`src/rtl/seg_scan_reader.sv`:
```
// seg_scan_reader: reads back hex digits from a multiplexed active-low
// 7-segment bus. Each {seg, dig} pattern must be stable for STABLE_CYC
// registered samples before it is decoded and committed to its digit slot.
module seg_scan_reader #(
    parameter int DIGITS     = 4,
    parameter int STABLE_CYC = 4,
    localparam int IW        = (DIGITS > 1) ? $clog2(DIGITS) : 1
) (
    input  logic                clk_i,
    input  logic                rst_i,
    input  logic [6:0]          seg_i,
    input  logic [DIGITS-1:0]   dig_i,
    output logic [4*DIGITS-1:0] val_o,
    output logic [DIGITS-1:0]   dig_valid_o,
    output logic                upd_o,
    output logic [IW-1:0]       upd_idx_o,
    output logic [3:0]          upd_val_o,
    output logic                err_o,
    output logic [7:0]          err_cnt_o
);

    localparam int CW = $clog2(STABLE_CYC + 1);
    localparam int PW = 7 + DIGITS;
    localparam logic [PW-1:0] P_RST = {7'h7f, {DIGITS{1'b1}}};

    typedef enum logic [1:0] {S_IDLE, S_QUAL, S_HELD} state_t;

    logic [PW-1:0]       r_p, r_p_prev;
    state_t              r_state;
    logic [CW-1:0]       r_cnt;
    logic [4*DIGITS-1:0] r_val;
    logic [DIGITS-1:0]   r_dig_valid;
    logic                r_upd, r_err;
    logic [IW-1:0]       r_upd_idx;
    logic [3:0]          r_upd_val;
    logic [7:0]          r_err_cnt;

    logic [6:0]          w_seg;
    logic [DIGITS-1:0]   w_sel;
    logic                w_onehot, w_blank, w_elig, w_changed, w_fire;
    logic [IW-1:0]       w_idx;
    logic                w_dec_ok;
    logic [3:0]          w_dec_val;
    logic [CW-1:0]       w_cnt_nxt;

    assign w_seg     = r_p[PW-1 -: 7];
    assign w_sel     = ~r_p[DIGITS-1:0];
    assign w_onehot  = (w_sel != '0) && ((w_sel & (w_sel - DIGITS'(1))) == '0);
    assign w_blank   = (w_seg == 7'h7f);
    assign w_elig    = w_onehot && !w_blank;
    assign w_changed = (r_p != r_p_prev);
    // A change always restarts the count at 1 (this sample is the first stable one)
    assign w_cnt_nxt = w_changed ? CW'(1) : r_cnt + CW'(1);
    // Fire once per episode: on the sample that brings the count to STABLE_CYC
    assign w_fire    = w_elig && (w_changed || r_state == S_QUAL) &&
                       (w_cnt_nxt == CW'(STABLE_CYC));

    // Position of the (single) low digit select
    always_comb begin
        w_idx = '0;
        for (int i = 0; i < DIGITS; i++)
            if (w_sel[i]) w_idx = IW'(i);
    end

    // Segment pattern (g..a, 0 = lit) back to a nibble
    always_comb begin
        w_dec_ok  = 1'b1;
        w_dec_val = 4'h0;
        case (w_seg)
            7'b1000000: w_dec_val = 4'h0;
            7'b1111001: w_dec_val = 4'h1;
            7'b0100100: w_dec_val = 4'h2;
            7'b0110000: w_dec_val = 4'h3;
            7'b0011001: w_dec_val = 4'h4;
            7'b0010010: w_dec_val = 4'h5;
            7'b0000010: w_dec_val = 4'h6;
            7'b1111000: w_dec_val = 4'h7;
            7'b0000000: w_dec_val = 4'h8;
            7'b0010000: w_dec_val = 4'h9;
            7'b0001000: w_dec_val = 4'hA;
            7'b0000011: w_dec_val = 4'hB;
            7'b1000110: w_dec_val = 4'hC;
            7'b0100001: w_dec_val = 4'hD;
            7'b0000110: w_dec_val = 4'hE;
            7'b0001110: w_dec_val = 4'hF;
            default:    w_dec_ok  = 1'b0;
        endcase
    end

    // Input stage: sample the bus and keep the previous sample for change detection
    always_ff @(posedge clk_i or posedge rst_i) begin
        if (rst_i) begin
            r_p      <= P_RST;
            r_p_prev <= P_RST;
        end else begin
            r_p      <= {seg_i, dig_i};
            r_p_prev <= r_p;
        end
    end

    // Qualification FSM with registered commit/error outputs
    always_ff @(posedge clk_i or posedge rst_i) begin
        if (rst_i) begin
            r_state     <= S_IDLE;
            r_cnt       <= '0;
            r_val       <= '0;
            r_dig_valid <= '0;
            r_upd       <= 1'b0;
            r_err       <= 1'b0;
            r_upd_idx   <= '0;
            r_upd_val   <= '0;
            r_err_cnt   <= '0;
        end else begin
            r_upd <= 1'b0;
            r_err <= 1'b0;
            if (w_changed) begin
                r_cnt   <= CW'(1);
                r_state <= w_elig ? S_QUAL : S_IDLE;
            end else begin
                case (r_state)
                    S_IDLE:  r_cnt <= '0;
                    S_QUAL:  r_cnt <= w_cnt_nxt;
                    default: ;
                endcase
            end
            if (w_fire) begin
                r_state   <= S_HELD;
                r_upd_idx <= w_idx;
                if (w_dec_ok) begin
                    r_val[w_idx*4 +: 4] <= w_dec_val;
                    r_dig_valid[w_idx]  <= 1'b1;
                    r_upd_val           <= w_dec_val;
                    r_upd               <= 1'b1;
                end else begin
                    r_err <= 1'b1;
                    if (r_err_cnt != 8'hff) r_err_cnt <= r_err_cnt + 8'd1;
                end
            end
        end
    end

    assign val_o       = r_val;
    assign dig_valid_o = r_dig_valid;
    assign upd_o       = r_upd;
    assign upd_idx_o   = r_upd_idx;
    assign upd_val_o   = r_upd_val;
    assign err_o       = r_err;
    assign err_cnt_o   = r_err_cnt;

endmodule

```
`config.mk`:
```
export PLATFORM = sky130hd
export DESIGN_NAME = seg_scan_reader
export DESIGN_NICKNAME = d
export VERILOG_FILES = /design/src/rtl/seg_scan_reader.sv
export SDC_FILE = /design/constraint.sdc
export NUM_CORES = 1
export LEC_CHECK = 0
export CAP_MARGIN = 15
export CELL_PAD_IN_SITES_DETAIL_PLACEMENT = 0
export CELL_PAD_IN_SITES_GLOBAL_PLACEMENT = 1
export CORE_MARGIN = 2
export CORE_UTILIZATION = 40
export DETAILED_ROUTE_END_ITERATION = 10
export DONT_BUFFER_PORTS = 1
export PLACE_DENSITY_LB_ADDON = 0.12
export REMOVE_ABC_BUFFERS = 1
export SYNTH_ARGS = -nofsm -noshare
export SYNTH_HDL_FRONTEND = slang
export SYNTH_SLANG_ARGS = --single-unit
export TNS_END_PERCENT = 5
```
`constraint.sdc`:
```
create_clock -name clk_i -period 5.7 [get_ports clk_i]
set_input_delay 0.855 -clock clk_i [delete_from_list [all_inputs] [get_ports clk_i]]
set_output_delay 0.855 -clock clk_i [all_outputs]
set_load 0.02 [all_outputs]
```
# --- Word level (Yosys, flattened, before mapping) ---
# Index checks and enable logic that the tools add are counted.
word_totals:
  reg_bits: 63
  inputBits: 13
  out_inout_bits: 36
  elab_cells: 77
classes:
  addsub: 4
  n_lt_le_gt_ge: 2
  n_eq_ne: 20
  shift: 2
  muxes: 18
  bitwise_logic: 4
  reduce_logical: 16
ops:
  columns: ["op", "count"]
  rows:
  - ["one-hot mux 4 bit (15 select lines)", 1]
  - ["== test 7 bit, second input constant", 5]
  - ["negator 4 -> 34 bit", 1]
  - ["variable shift 4 x 34 -> 16 bit, first input constant", 1]
  - ["indexed part select 4 x 34 -> 16 bit", 1]
  - ["== test 7 x 5 -> 1 bit, second input constant", 3]
  - ["== test 7 x 6 -> 1 bit, second input constant", 3]
  - ["bitwise mux 16 bit", 1]
  - ["OR reduction 16 bit", 1]
  - ["== test 7 x 2 -> 1 bit, second input constant", 2]
  - ["== test 7 x 4 -> 1 bit, second input constant", 2]
  - ["inequality test 11 bit", 1]
  - ["adder 8 x 1 -> 8 bit, second input constant", 1]
  - ["two-way mux 1 bit", 8]
  - ["two-way mux 2 bit", 4]
  - ["inequality test 8 bit, second input constant", 1]
  - ["== test 7 x 3 -> 1 bit, second input constant", 1]
  - ["zero test 7 bit", 1]
  - ["two-way mux 3 bit", 2]
  - ["one-hot mux 3 bit (2 select lines)", 1]
  - ["logical AND 1 bit", 5]
  - ["AND 4 bit", 1]
  - ["zero test 4 bit", 1]
  - ["inverter 4 bit", 1]
  - ["other kinds (17)", 17]

# --- Longest topological paths before layout ---
depth:
  ltp_word: 9
  ltp_mapped: 10
  depth_no_buf: 8

# --- Worst setup path after synthesis ---
# No wires, ideal clock.
synth_path:
  path_type: "register to register"
  startpoint: "register r_p[4]"
  endpoint: "register r_err_cnt[1] (netlist: err_cnt_o[1])"
  setup_time_ps: 125
  t_arrival_ps: 2081
  required_time_ps: 5575
  setup_slack_ps: 3494
  stages_incl_launch_ff: 9
  n_path_buf: 2
  synth_period_minus_slack_ps: 2206
  cell_sequence: "dfstp_2 -> buf_2 -> and4bb_2 -> a21oi_1 -> o41ai_2 -> buf_4 -> nor2_1 -> nand3_1 -> mux2_2"
synth_via:
  elab_chain_len: 6
  word_cells_on_any_way: 29
  classes_between: "eq/ne (18); mux (2); bitwise (1); reduce/logical (8)"
synth_rtl:
  columns: ["element", "line", "source"]
  rows:
  - ["start: declaration", "28", "logic [PW-1:0] r_p, r_p_prev;"]
  - ["start signal: assignment", "96", "r_p <= {seg_i, dig_i};"]
  - ["branches (longest 5 deep; another with OR reduction 16 bit)", null, null]
  - ["AND reduction 3 bit (no source line) *", null, null]
  - ["end signal: assignment", "136", "if (r_err_cnt != 8'hff) r_err_cnt <= r_err_cnt + 8'd1;"]
  - ["end: declaration", "36", "logic [7:0] r_err_cnt;"]
# Every way passes the cells marked *.
# A chain may end at the register's enable or synchronous reset.

# --- Final worst setup path ---
layout_path:
  startpoint: "register r_p[10]"
  endpoint: "register r_err_cnt[5] (netlist: err_cnt_o[5])"
# Same word-level chain as after synthesis.

==> results by group <==
Setup path
  • CP Launch Type: flop
  • Flop-to-flop setup slack: 2890 ps
  • CP Cell Sequence: and3b_1, o211ai_1, nand4_2, nor4bb_1, clkbuf_2, nand4b_1, xnor2_1
  • Critical path arrival: 3020 ps
  • Crit path max-delay cell type: nor4bb_1
  • Setup CP Type: reg2reg
  • Required @ worst endpoint: 5910 ps
  • Crit end category: flop
  • Worst Path Max Fanout: 16
  • CP peak stage delay: 730 ps

CTS
  • # Post-CTS Setup Buffers: 0
  • Clk root buf: clkbuf_8
  • Clock Sinks: 63
  • H-tree depth: 3
  • TritonCTS buffer count: 9
  • CTS clk-pin slew, worst paths: 70 ps
  • Clk_lat worst skew: 330 ps
  • # hold bufs at CTS: 0
  • CTS tree: done
  • Clock Path Buffers: 2
  • Post-CTS sizing: 0

Floorplan
  • Die height: 90.5 um
  • Core area: 7250 um2
  • Ports: 49
  • Die X: 90.5 um
  • Initial core utilization: 41.3%
  • Total Die Area: 8190 um2
  • Row count: 31

Synthesis
  • Most common library cells after synthesis: nand2_1 (43), dfrtp_1 (41), dfstp_2 (22), xnor2_1 (19), o21ai_0 (18)
  • Area share of the largest cell type after synthesis: 34.3%
  • Syn_area_per_cell: 11.0 um2
  • Number of flops mapped to enable cells by yosys: 0
  • #FFs+latches synth: 63
  • FFs w/ async S/R, synth: 100%
  • Synth cell types: 52
  • Register area share after synthesis: 53.6%
  • Most area-consuming cells after synthesis: dfrtp_1 (34%), dfstp_2 (19%), xnor2_1 (5.6%)
  • Cell with the most instances after synthesis: nand2_1
  • Post-Syn Area: 2990 um2
  • Area leader, netlist: dfrtp_1
  • YS warnings: 0
  • Post-Syn Instances: 272
  • Ys flop type: dfrtp_1

Route
  • Vias per cell: 5.03
  • DRC Markers: 0
  • Wirelength per Cell: 15.6 um
  • Total wire length: 5.91 mm
  • Vias: 1905
  • DRT antenna net count: 0
  • Drt initial violations: 32
  • Drt pass-1 iters: 4

STA
  • Setup Viol. Count Final: 0
  • Final period util: 49.3%
  • Fin Setup TNS: 0 ps
  • Maximum clock frequency: 356 MHz
  • Worst-margin pin slew: 1030 ps
  • Max Slew Vio Count: 0
  • Final Hold Fails: 0
  • Final Skew: 8.21 ps
  • RSZ-0062 raised after global routing: false
  • Crit path time final: 2810 ps
  • Worst rel slew slack: 31.3%

Hold path
  • Min-Delay Path Class: reg2reg

Power
  • Cell Pwr Density: 280 nW/um2
  • Leak: 0.00135 uW
  • VDD IR-drop max: 0.000133 V

Placement
  • Post-detail-place hpwl: 3.96 mm
  • GP Congestion: 0.769
  • Placed cell areas: 3070 um2
  • Port Buf Inserts: 0

Global route
  • Met2 usage: 22.3%
  • Initial antenna violation count: 0
  • Largest net degree at the start of global routing: 64
  • Number of global-route vias before repair: 1830
  • Total track usage: 15.2%
  • Met1 track demand over resource: 21.2%
  • First-pass GRT wire length: 9.76 mm
  • Met3 usage: 4.51%
  • Congestion Overflow GR: 0
  • Most Crowded Layer GR: met2

Finish
  • Filler instances: 696
  • Fin area: 3280 um2
  • Nets: 298
  • Fraction of layout cells with a size suffix above 1: 19.6%
  • P&R area growth vs syn: 9.44%
  • ANT cells: 0

Flow run
  • Max Cap Viol: 0

Run status
  • Run status: finished clean
-- cell usage in the layout (no fill, tap or decap), types with 3 or more instances in the layout --
| cell type | netlist | layout |
|---|---|---|
| nand2_1 | 43 | 43 |
| dfrtp_1 | 41 | 41 |
| dfstp_2 | 22 | 22 |
| xnor2_1 | 19 | 19 |
| o21ai_0 | 18 | 18 |
| nor2_1 | 11 | 11 |
| nand3_1 | 10 | 10 |
| ha_1 | 10 | 10 |
| clkbuf_8 | 0 | 10 |
| a21oi_1 | 7 | 7 |
| nor3b_1 | 5 | 5 |
| a21o_1 | 5 | 5 |
| o211ai_1 | 4 | 4 |
| inv_1 | 5 | 4 |
| o2111ai_2 | 4 | 4 |
| nor3_1 | 3 | 3 |
| nand4_1 | 3 | 3 |
| nand4b_1 | 3 | 3 |
| nand2b_1 | 3 | 3 |
| and3_1 | 3 | 3 |
| a22o_1 | 3 | 3 |
| buf_4 | 1 | 3 |
-- stage by stage --
step	util [%]	total power [uW]	setup WS, ps	hold slack [ps]	cells
2_1_floorplan	-	519	2820	378	260
3_3_place_gp	42.3	536	2720	387	362
3_5_place_dp	42.3	535	2720	388	362
4_1_cts	45.1	930	2660	398	378
5_1_grt	45.2	956	2700	404	379
6_report	45.2	916	2890	393	379
-- where the power goes --
part | leakage [uW] | switching [uW] | internal (uW) | total (uW)
Sequential | 0.000798 | 15.4 | 463 | 478
Combinational | 0.000448 | 30.2 | 17.9 | 48.1
Clock | 0.000107 | 168 | 222 | 390
-- per-layer routing --
layer / vias to the layer above / share of wire, %
met5: - / 0
met4: 0 / 1.6
met3: 8 / 4.9
met2: 42 / 45
met1: 899 / 48
li1: 956 / -
-- critical path, delay by kind of cell, from the launching register on --
family                 cells  cell delay [ps]
AO/OA/AOI/OAI              1              210
XOR/XNOR                   1              140
buffers and inverters      1              270
flip-flops                 1              720
AND/OR/NAND/NOR            4             1350
-- area by class of cell --
| class | instances | area, um2 | area share [%] |
|---|---|---|---|
| Timing Repair Buffer | 4 | 27.5 | 0.840 |
| Inverter | 6 | 25.0 | 0.764 |
| Sequential cell | 63 | 1600 | 49.0 |
| Tap cell | 99 | 124 | 3.78 |
| Clock buffer | 14 | 195 | 5.96 |
| Multi-Input combinational cell | 191 | 1290 | 39.4 |
| Clock inverter | 2 | 10.0 | 0.305 |
-- worst paths after layout --
check / to / depth (start not counted) / startpoint
setup / recovery: err_cnt_o[5] / 7 / r_p[10]
hold / removal: r_p_prev[0] / 0 / r_p[0]
setup reg to reg: err_cnt_o[5] / 7 / r_p[10]
hold reg to reg: r_p_prev[0] / 0 / r_p[0]
max in group asynchronous: val_o[4] / 2 / rst_i
min in group asynchronous: err_cnt_o[7] / 2 / rst_i
-- sequential cells by signal, summed over array words and instances (netlist names) --
name,flops
dig_valid_o,4
err_cnt_o,8
err_o,1
r_cnt,3
r_p,11
r_p_prev,11
r_state,2
upd_idx_o,2
upd_o,1
upd_val_o,4
val_o,16
-- logic make-up after synthesis --
group,share of synthesized area (%)
fa+ha+maj,4.18
simple gates,18.3
flops,53.6
buf+inv,3.30
mux,0.877
compound gates,13.6
xor+xnor,6.14
Note: power is estimated with default switching activity, not from simulation.
